--- config.mk ---
export PLATFORM = sky130hd
export DESIGN_NAME = mux_chain_eval
export DESIGN_NICKNAME = d
export VERILOG_FILES = /design/src/rtl/mux_chain_eval.sv
export SDC_FILE = /design/constraint.sdc
export NUM_CORES = 1
export LEC_CHECK = 0
export CAP_MARGIN = 30
export CORE_AREA = 2 2 47 49
export CTS_BUF_LIST = sky130_fd_sc_hd__clkbuf_4 sky130_fd_sc_hd__clkbuf_8
export DETAILED_ROUTE_END_ITERATION = 6
export DIE_AREA = 0 0 49 51
export PLACE_DENSITY = 0.84
export SLEW_MARGIN = 20
export SYNTH_ARGS = -nofsm -noshare
export SYNTH_HDL_FRONTEND = slang
export SYNTH_SLANG_ARGS = --single-unit
export TNS_END_PERCENT = 10
--- constraint.sdc ---
create_clock -name clk -period 3.5 [get_ports clk]
set_input_delay 0.7 -clock clk [delete_from_list [all_inputs] [get_ports clk]]
set_output_delay 0.7 -clock clk [all_outputs]
set_load 0.02 [all_outputs]
--- src/rtl/mux_chain_eval.sv ---
// mux_chain_eval: bit-serial generate/propagate carry chain.
// An accepted operand set is evaluated one lane per cycle (lane 0 first); the
// result is held with out_valid until the consumer takes it.
// Optional feature: define MUX_CHAIN_EVAL_PARITY_EN to add the 'parity' output
// (XOR of all sum bits and cout).
module mux_chain_eval #(
    parameter int LANES = 4
) (
    input  logic             clk,
    input  logic             rst_n,
    input  logic             in_valid,
    output logic             in_ready,
    input  logic [LANES-1:0] d,
    input  logic [LANES-1:0] s,
    input  logic             g_hi,
    input  logic             g_lo,
    input  logic             p_hi,
    input  logic             p_lo,
    input  logic             cin_n,
    input  logic             en,
    output logic             out_valid,
    input  logic             out_ready,
    output logic [LANES-1:0] sum,
    output logic             cout
`ifdef MUX_CHAIN_EVAL_PARITY_EN
    ,
    output logic             parity
`endif
);

    // Index width stays >= 1 so LANES=1 still has a legal register.
    localparam int IDX_W = (LANES > 1) ? $clog2(LANES) : 1;
    localparam logic [IDX_W-1:0] LAST_IDX = IDX_W'(LANES - 1);

    localparam logic [1:0] ST_IDLE = 2'd0;
    localparam logic [1:0] ST_RUN  = 2'd1;
    localparam logic [1:0] ST_DONE = 2'd2;

    logic [1:0]       r_state;
    logic [IDX_W-1:0] r_idx;
    logic [LANES-1:0] r_d;
    logic [LANES-1:0] r_s;
    logic             r_g_hi;
    logic             r_g_lo;
    logic             r_p_hi;
    logic             r_p_lo;
    logic             r_carry;
    logic [LANES-1:0] r_sum;
    logic             r_cout;

    logic             w_d_bit;
    logic             w_s_bit;
    logic             w_gen;
    logic             w_prop;
    logic             w_sum_bit;
    logic             w_carry_nxt;
    logic [LANES-1:0] w_sum_nxt;

    // Evaluate the lane selected by r_idx and merge its sum bit into the sum vector.
    always_comb begin
        w_d_bit = 1'b0;
        w_s_bit = 1'b0;
        for (int i = 0; i < LANES; i++) begin
            if (int'(r_idx) == i) begin
                w_d_bit = r_d[i];
                w_s_bit = r_s[i];
            end
        end
        w_gen       = ~w_s_bit & (w_d_bit ? r_g_hi : r_g_lo);
        w_prop      = w_s_bit & (w_d_bit ? r_p_hi : r_p_lo);
        w_sum_bit   = w_gen ^ w_prop ^ r_carry;
        w_carry_nxt = w_gen | (w_prop & r_carry);
        w_sum_nxt   = r_sum;
        for (int i = 0; i < LANES; i++) begin
            if (int'(r_idx) == i) begin
                w_sum_nxt[i] = w_sum_bit;
            end
        end
    end

    // Control FSM and datapath registers; reset wins over any handshake.
    always_ff @(posedge clk) begin
        if (!rst_n) begin
            r_state <= ST_IDLE;
            r_idx   <= '0;
            r_carry <= 1'b0;
            r_sum   <= '0;
            r_cout  <= 1'b0;
        end else begin
            case (r_state)
                ST_IDLE: begin
                    if (in_valid) begin
                        r_d     <= d;
                        r_s     <= s;
                        r_g_hi  <= g_hi;
                        r_g_lo  <= g_lo;
                        r_p_hi  <= p_hi;
                        r_p_lo  <= p_lo;
                        // Carry register starts as c_0.
                        r_carry <= en & ~cin_n;
                        r_idx   <= '0;
                        r_sum   <= '0;
                        r_cout  <= 1'b0;
                        r_state <= ST_RUN;
                    end
                end
                ST_RUN: begin
                    r_sum   <= w_sum_nxt;
                    r_carry <= w_carry_nxt;
                    if (r_idx == LAST_IDX) begin
                        r_cout  <= w_carry_nxt;
                        r_state <= ST_DONE;
                    end else begin
                        r_idx <= r_idx + 1'b1;
                    end
                end
                ST_DONE: begin
                    if (out_ready) begin
                        r_state <= ST_IDLE;
                    end
                end
                default: r_state <= ST_IDLE;
            endcase
        end
    end

    assign in_ready  = (r_state == ST_IDLE);
    assign out_valid = (r_state == ST_DONE);
    assign sum       = r_sum;
    assign cout      = r_cout;

`ifdef MUX_CHAIN_EVAL_PARITY_EN
    // Sum and cout are both cleared by reset, so parity reads 0 after reset.
    assign parity = (^r_sum) ^ r_cout;
`endif

endmodule

==> results.py <==
metrics = {
    "worst_setup_path": {
        "worst_setup_path_start_kind": "flip-flop",
        "critPathMaxFanout": 11,
        "cp.arrival_ns": 1.71,
        "critPathRequiredTime_ns": 2.80,
        "crit_type": "reg2out",
        "worstSetupStartpoint": "r_state[1]",
        "reg2reg_depth": 7,
        "reg2reg_from": "r_idx[0]",
        "ff2ff_setup_slack_ns": 1.19,
        "worstSetupEndpointType": "output port",
        "timing.rr.end": "sum[0]",
    },
    "clock_network": {
        "max-clock-path-buffers": 2,
        "cts_resized": 0,
        "clock_sinks": 22,
        "htree_levels": 1,
        "root_buffer": "clkbuf_4",
        "ctsHoldBuffers": 0,
        "cts_setup_buffers": 0,
        "cts_buffers": 3,
        "clk_latency_ns": 0.31,
        "cts_tree": "done",
        "path_clk_slew_ns": 0.11,
    },
    "global_route": {
        "grt_usage": 0.1794,
        "grt_max_degree": 14,
        "grt_overflow": 0,
        "antenna_found_initial": 0,
        "met1_usage": 0.1912,
        "grt.met2_usage": 0.3356,
        "grt-busiest-layer": "met2",
        "grt_pass1_wl_mm": 3.312,
        "grt_pass1_vias": 799,
        "grt_use_met3": 0.04386,
    },
    "hold_path": {
        "hold_path_end": "sum[1]",
        "hold-path-cell-count": 2,
        "worstHoldPathType": "reg2reg",
        "min-delay-start": "sum[1]",
    },
    "floorplanning": {
        "die_h_um": 51,
        "design.die.area_um2": 2499,
        "core_um2": 2063,
        "start_util": 0.5009,
        "ios": 25,
        "dieWidth_um": 49,
        "rows": 17,
    },
    "layout": {
        "nets": 145,
        "areaGrowthSynthToFinish_pct": 27.36,
        "drive_gt1_frac": 0.04918,
        "diodes": 0,
        "fin_area_um2": 1316,
        "final_cell_mix": "clkdlybuf4s50_1, nand2_1, edfxtp_1",
        "mostFrequentLayoutCell": "clkdlybuf4s50_1",
    },
    "placed_design": {
        "post-dp-hpwl_mm": 1.440,
        "port_buffers": 24,
        "placedInstanceArea_um2": 1286,
        "place_congestion": 0.8017,
    },
    "timing": {
        "final-setup-viol-count": 0,
        "fin_hold_ws_ns": 0.4830,
        "rsz0062_at_grt": "false",
        "fmax_mhz": 415.3,
        "worstMarginPinSlew_ns": 0.4827,
        "slew_headroom": 0.6782,
        "slew_viol_final": 0,
        "fin_tns_setup_ns": 0,
        "period_needed_ns": 2.408,
        "fin_skew_ns": 0.007128,
        "hold_viol": 0,
        "period_share": 0.6879,
    },
    "pwr": {
        "p_sw_mw": 0.1227,
        "combPwrFrac": 0.176,
        "total_power_mw": 0.5063,
        "netSwitchingFraction": 0.2424,
        "p_int_mw": 0.3836,
        "peakVddDrop_uv": 307.4,
        "power_leakage_nw": 0.4713,
        "clkPwrFrac": 0.247,
        "seq_power_share": 0.578,
        "power_density_nw_per_um2": 384.7,
    },
    "logic_synthesis": {
        "syn_area_per_cell_um2": 10.55,
        "synthArstFlopShare": 0,
        "synth-seq-cells": 22,
        "synth_seq_area_share": 0.5424,
        "syn-num-nets": 120,
        "ys_types": 34,
        "yosysTopAreaCellShare": 0.3487,
        "synth_cells": 98,
        "ys_warn_count": 0,
        "synth_area_leaders": "edfxtp_1, dfxtp_1, nand2_1",
        "synth_ff_type": "edfxtp_1",
        "syn-cell-area_um2": 1033,
        "synth_top_area_cell": "edfxtp_1",
        "synth_edf_count": 12,
    },
    "drt": {
        "wl_per_cell_um": 12.64,
        "vias": 799,
        "drt-pass1-iter-count": 5,
        "ant_nets": 0,
        "post_drt_via_cell_ratio": 5.327,
        "drc": 0,
        "drt_iter0_drc": 4,
        "finalWirelength_mm": 1.896,
    },
    "status": {
        "status": "finished, final reports clean",
    },
    "job": {
        "drv_cap": 0,
    },
}
[metal layers]
layer / part of all wire / vias up
met5: 0 / -
met4: 0.014 / 0
met3: 0.054 / 4
met2: 0.53 / 22
met1: 0.40 / 373
li1: - / 400
[worst max-delay path by stage]
stage	endpoint	slack, ns	depth (start not counted)
6_report	in_ready	1.09	2
5_1_grt	sum[1]	0.92	7
4_1_cts	out_valid	1.09	2
3_5_place_dp	r_s[3]	1.16	2
3_3_place_gp	r_s[2]	1.20	2
2_1_floorplan	sum[0]	1.51	8
[synthesized netlist by cell type, types with 2 or more instances]
library cell	instances
nor2b_1	5
edfxtp_1	12
o31ai_1	3
nor2_1	4
mux2i_1	2
a21oi_1	3
ha_1	4
clkbuf_1	3
nand3_1	4
nand2_1	16
a22oi_1	2
inv_1	5
a21o_1	3
dfxtp_1	10
o21ai_0	3
[critical path: stages, from the launching register on]
cell,delay [ns]
dfxtp_1,0.42
nor2_1,0.32
clkdlybuf4s50_1,0.67
[flip-flops by register name (all words and copies together), names as in the netlist]
name and cells:
r_d 4, r_s 4, sum 4, r_idx 2, r_state 2, cout 1
r_carry 1, r_g_hi 1, r_g_lo 1, r_p_hi 1, r_p_lo 1
[per-stage QoR]
| step | setup WS, ns | util | std cells |
|---|---|---|---|
| 2_1_floorplan | 1.506 | - | 98 |
| 4_1_cts | 1.094 | 0.6380 | 150 |
| 5_1_grt | 0.9243 | 0.6380 | 150 |
| 3_3_place_gp | 1.197 | 0.6234 | 146 |
| 3_5_place_dp | 1.159 | 0.6234 | 146 |
| 6_report | 1.092 | 0.6380 | 150 |
[cell families (layout without fill, tap and decap cells)]
group / Yosys count / in the layout / share of synthesized area
flops: 22 / 22 / 0.5424
buf+inv: 9 / 33 / 0.03995
compound gates: 21 / 21 / 0.1441
xor+xnor: 1 / 1 / 0.008476
mux: 3 / 3 / 0.03269
fa+ha+maj: 4 / 4 / 0.04843
simple gates: 38 / 38 / 0.1840
[area by class of cell]
class | instances | area [µm²]
Fill cell | 191 | 747.0
Timing Repair Buffer | 24 | 240.2
Sequential cell | 22 | 560.5
Multi-Input combinational cell | 67 | 431.7
Clock buffer | 4 | 30.03
Tap cell | 28 | 35.03
Inverter | 5 | 18.77
[power by group through the flow]
stage          clock network (mW)  logic (mW)  registers (mW)
3_5_place_dp                    0      0.0884           0.298
6_report                    0.125      0.0890           0.292
4_1_cts                     0.126      0.0896           0.292
5_1_grt                     0.140      0.0994           0.294
3_3_place_gp                    0      0.0862           0.298
2_1_floorplan                   0      0.0519           0.298
No activity file was read; power rests on OpenSTA's default activity.
